==> src/rtl/mux_sel_sequencer.sv <==
// Upstream stage of the 4:1 bit mux: accepts a 4-bit word over valid/ready and
// walks sel across all four positions, holding each for DWELL cycles.
//
// state | meaning
// IDLE  | no word in flight; in_ready=1, waiting for a transfer
// SCAN  | stepping sel through the captured word; in_ready only on the final cycle
module mux_sel_sequencer #(
    parameter int DWELL = 1,
    parameter int CNT_W = 4
) (
    input  logic       clk,
    input  logic       rst,
    input  logic       in_valid,
    output logic       in_ready,
    input  logic [3:0] in_data,
    input  logic       in_dir,
    output logic [3:0] abcd,
    output logic [1:0] sel,
    output logic       sel_valid,
    output logic       sel_last,
    output logic       busy,
    output logic       done
);

    typedef enum logic {
        IDLE = 1'b0,
        SCAN = 1'b1
    } state_t;

    localparam logic [CNT_W-1:0] DWELL_M1 = CNT_W'(DWELL - 1);

    state_t           r_state, w_state_nxt;
    logic [CNT_W-1:0] r_cnt, w_cnt_nxt;
    logic [3:0]       r_abcd, w_abcd_nxt;
    logic [1:0]       r_sel, w_sel_nxt;
    logic             r_dir, w_dir_nxt;
    logic             r_sel_valid, w_sel_valid_nxt;
    logic             r_sel_last, w_sel_last_nxt;
    logic             r_done, w_done_nxt;

    logic             w_final;
    logic             w_in_ready;
    logic             w_xfer;
    logic [1:0]       w_sel_step;
    logic [1:0]       w_last_pos;

    // Final cycle of a word: last position and last dwell cycle of it.
    assign w_final    = (r_state == SCAN) && r_sel_last && (r_cnt == DWELL_M1);
    assign w_in_ready = !rst && ((r_state == IDLE) || w_final);
    assign w_xfer     = in_valid && w_in_ready;
    assign w_sel_step = r_dir ? (r_sel - 2'd1) : (r_sel + 2'd1);
    assign w_last_pos = r_dir ? 2'd0 : 2'd3;

    always_comb begin
        w_state_nxt     = r_state;
        w_cnt_nxt       = r_cnt;
        w_abcd_nxt      = r_abcd;
        w_sel_nxt       = r_sel;
        w_dir_nxt       = r_dir;
        w_sel_valid_nxt = r_sel_valid;
        w_sel_last_nxt  = r_sel_last;
        w_done_nxt      = 1'b0;

        case (r_state)
            SCAN: begin
                if (r_cnt == DWELL_M1) begin
                    w_cnt_nxt = '0;
                    if (r_sel_last) begin
                        w_done_nxt      = 1'b1;
                        w_state_nxt     = IDLE;
                        w_sel_valid_nxt = 1'b0;
                        w_sel_last_nxt  = 1'b0;
                    end else begin
                        w_sel_nxt      = w_sel_step;
                        w_sel_last_nxt = (w_sel_step == w_last_pos);
                    end
                end else begin
                    w_cnt_nxt = r_cnt + 1'b1;
                end
            end
            default: ;
        endcase

        // A transfer only happens in IDLE or on the final cycle, so loading the
        // new word here overrides the end-of-scan values for back-to-back words.
        if (w_xfer) begin
            w_state_nxt     = SCAN;
            w_cnt_nxt       = '0;
            w_abcd_nxt      = in_data;
            w_dir_nxt       = in_dir;
            w_sel_nxt       = in_dir ? 2'd3 : 2'd0;
            w_sel_valid_nxt = 1'b1;
            w_sel_last_nxt  = 1'b0;
        end
    end

    always_ff @(posedge clk) begin
        if (rst) begin
            r_state     <= IDLE;
            r_cnt       <= '0;
            r_abcd      <= '0;
            r_sel       <= '0;
            r_dir       <= 1'b0;
            r_sel_valid <= 1'b0;
            r_sel_last  <= 1'b0;
            r_done      <= 1'b0;
        end else begin
            r_state     <= w_state_nxt;
            r_cnt       <= w_cnt_nxt;
            r_abcd      <= w_abcd_nxt;
            r_sel       <= w_sel_nxt;
            r_dir       <= w_dir_nxt;
            r_sel_valid <= w_sel_valid_nxt;
            r_sel_last  <= w_sel_last_nxt;
            r_done      <= w_done_nxt;
        end
    end

    assign in_ready  = w_in_ready;
    assign abcd      = r_abcd;
    assign sel       = r_sel;
    assign sel_valid = r_sel_valid;
    assign sel_last  = r_sel_last;
    assign busy      = r_sel_valid;
    assign done      = r_done;

endmodule

==> config.mk <==
export PLATFORM = sky130hd
export DESIGN_NAME = mux_sel_sequencer
export DESIGN_NICKNAME = d
export VERILOG_FILES = /design/src/rtl/mux_sel_sequencer.sv
export SDC_FILE = /design/constraint.sdc
export NUM_CORES = 1
export LEC_CHECK = 0
export ABC_AREA = 1
export ABC_CLOCK_PERIOD_IN_PS = 1600
export CAP_MARGIN = 20
export CORE_MARGIN = 10
export CORE_UTILIZATION = 46
export CTS_CLUSTER_SIZE = 16
export DETAILED_ROUTE_END_ITERATION = 8
export GPL_TIMING_DRIVEN = 1
export PLACE_DENSITY_LB_ADDON = 0.08
export SKIP_CTS_REPAIR_TIMING = 1
export SLEW_MARGIN = 20
export SYNTH_ARGS = -nofsm -noshare
export SYNTH_HDL_FRONTEND = slang
export SYNTH_SLANG_ARGS = --single-unit
==> constraint.sdc <==
create_clock -name clk -period 1.6 [get_ports clk]
set_clock_uncertainty 0.15 [all_clocks]
set_input_delay 0.24 -clock clk [delete_from_list [all_inputs] [get_ports clk]]
set_output_delay 0.24 -clock clk [all_outputs]
set_load 0.02 [all_outputs]
==> metrics.cfg, run 1 <==
[drt]
vias = 675
drt_iter0_markers = 8
drt-vias-per-instance = 4.856
drc_errors = 0
final_antenna_net_count = 0
routed_wl_um = 1660
drt-pass1-iter-count = 4
wl_per_cell_um = 11.94

[die]
die_w_um = 59.45
die_h_um = 59.45
io_pins = 19
start_util_pct = 48.07
dieArea_um2 = 3534
core_um2 = 1489
num_rows = 14

[sta]
final-hold-violation-count = 0
finalWorstSetupSlack_ns = -0.06573
finalSetupTns_ns = -0.06573
fin_crit_ns = 1.666
maxSlewHeadroom_pct = 83.97
worst_pin_slew_ns = 0.2401
max_freq_mhz = 600.3
finalSetupViolations = 1
drv_slew = 0
period_share_pct = 104.1
rsz0062_at_grt = yes

[final_layout]
seq_area_um2 = 300.3
utilization_pct = 70.08
drive_gt1_share_pct = 22.76
nets = 134
multi_input_area_um2 = 374.1
design_area_um2 = 1044
n_antenna_cell = 0
final_common_cell = nand2_1
fill_cells = 122
area_delta_synth_final_pct = 45.80
final_cell_mix = nand2_1 (26), dfxtp_1 (15), buf_4 (11), nor2_1 (10), dlymetal6s2s_1 (10)

[cts]
cts_buffer_depth = 2
htreeDepth = 1
clk_latency_ns = 0.28
cts.sinks = 15
numCtsBuffers = 3
cts_tree = yes
clockRootBuffer = clkbuf_4
cts.clk_slew.worst_paths_ns = 0.09

[worst_setup_path]
path_buf_inv = 2
start_kind = register
arrival_ns = 1.28
cp_top_family = flip-flops
crit_chain = inv_1, ha_2, nand3_2, a21oi_4, buf_6
slowest_delay_ns = 0.32
required_ns = 1.21
end_kind = output port
crit_type = reg2out
path_max_fanout = 2
cpMaxStageDelayCell = dfxtp_1

[global_routing]
grt_pass1_wl_um = 2773
grt_util_all_layers_pct = 9.845
grt_pass1_vias = 662
antenna_found_initial = 0
grt_max_degree = 11
grt.overflow.total = 0

[synthesis]
synthDistinctLibCells = 16
ys_ff_latch = 15
syn_area_um2 = 715.7
syn_nets = 102
syn_area_per_cell_um2 = 7.779
synthCells = 92
yosysWarningCount = 0
yosysSeqAreaShare_pct = 41.96

[power_and_ir_drop]
p_leak_nw = 0.6085
ir_drop_uv = 527.4
power_density_nw_per_um2 = 775.7
finalPower_mw = 0.8094

[run_status]
status = finished with violations
violations = negative setup slack

[job]
cap_violations = 0

[placement]
dpl.hpwl_um = 1306
portBuffers = 18
place.gp.congestion = 0.7625
dpl_cell_area_um2 = 983.4

[min_path]
hold_class = reg2reg

flip-flops by register name, summed over array words and instances, names as in the netlist:
name / cells
r_cnt: 4
r_state: 1
r_dir: 1
busy: 1
sel: 2
sel_last: 1
done: 1
abcd: 4
worst register-to-register path, delay by kind of cell (launching register included):
kind                     cells  cell delay (ns)
adder cells (fa/ha/maj)      1             0.19
buffers and inverters        2             0.15
flip-flops                   1             0.32
AND/OR/NAND/NOR              6             0.50
cell families after synthesis:
logic type      Yosys count  share of synthesized area (%)
simple gates             55                          37.24
flops                    15                          41.96
buf+inv                  11                          6.817
compound gates            7                          8.041
xor+xnor                  2                          2.448
fa+ha+maj                 2                          3.496
layer usage:
layer,vias to the layer above,part of all wire [%],global-route usage [%]
li1,352,-,-
met1,310,46,11.60
met2,11,49,15.90
met3,2,4.9,3.219
met4,0,0.30,3.934
met5,-,0,0
stage by stage:
stage / hold slack, ns / worst slack, ns / cells
after detailed placement: 0.2839 / -0.2582 / 135
after floorplan: 0.1591 / 0.2513 / 92
final: 0.2985 / -0.06573 / 139
after global routing: 0.3139 / -0.1562 / 139
after global placement: 0.2774 / -0.2487 / 135
after CTS: 0.3023 / -0.5445 / 139
final timing paths:
check,cells after the start,start,slack (ns),end
max,5,r_cnt[1]$_SDFFE_PP0P_,-0.07,in_ready
min,2,abcd[2]$_SDFFE_PP0P_,0.30,abcd[2]$_SDFFE_PP0P_
min reg2reg,2,abcd[2]$_SDFFE_PP0P_,0.30,abcd[2]$_SDFFE_PP0P_
max reg2reg,9,r_cnt[1]$_SDFFE_PP0P_,0.19,sel[1]$_SDFFE_PP0P_
cells in the mapped netlist:
cell type	count	area [um^2]
nand2_1	26	97.59
dfxtp_1	15	300.3
nor2_1	10	37.54
inv_1	8	30.03
nand3_1	8	40.04
nand3_2	6	60.06
a21oi_1	4	20.02
a21oi_4	2	32.53
buf_4	2	15.01
ha_1	2	25.02
nand2_2	2	12.51
nor2_2	2	12.51
xor2_1	2	17.52
clkinv_1	1	3.750
nand4_1	1	6.260
o21ai_1	1	5.000
layout make-up:
| type | count | area share (%) |
|---|---|---|
| flip-flops and latches | 15 | 28.78 |
| repair buffers | 29 | 27.70 |
| clock buffers | 4 | 2.518 |
| inverters | 9 | 3.237 |
| well taps | 16 | 1.918 |
| multi-input cells | 66 | 35.85 |
power breakdown:
part | leakage, nW | total, mW | internal [mW] | switching [mW]
Combinational | 0.471 | 0.187 | 0.0851 | 0.102
Sequential | 0.123 | 0.406 | 0.393 | 0.0123
Clock | 0.0150 | 0.217 | 0.0966 | 0.121
Total | 0.608 | 0.809 | 0.575 | 0.235
(Power assumes the default switching activity.)
==> run 2, diff against run 1 <==
--- a/config.mk
+++ b/config.mk
@@ -13,6 +13,7 @@
 export CTS_CLUSTER_SIZE = 16
 export DETAILED_ROUTE_END_ITERATION = 8
 export GPL_TIMING_DRIVEN = 1
+export HOLD_SLACK_MARGIN = 0.03
 export PLACE_DENSITY_LB_ADDON = 0.08
 export SKIP_CTS_REPAIR_TIMING = 1
 export SLEW_MARGIN = 20
==> results of run 2 <==
The final DEF is identical to that of run 1; final timing and power are the same.
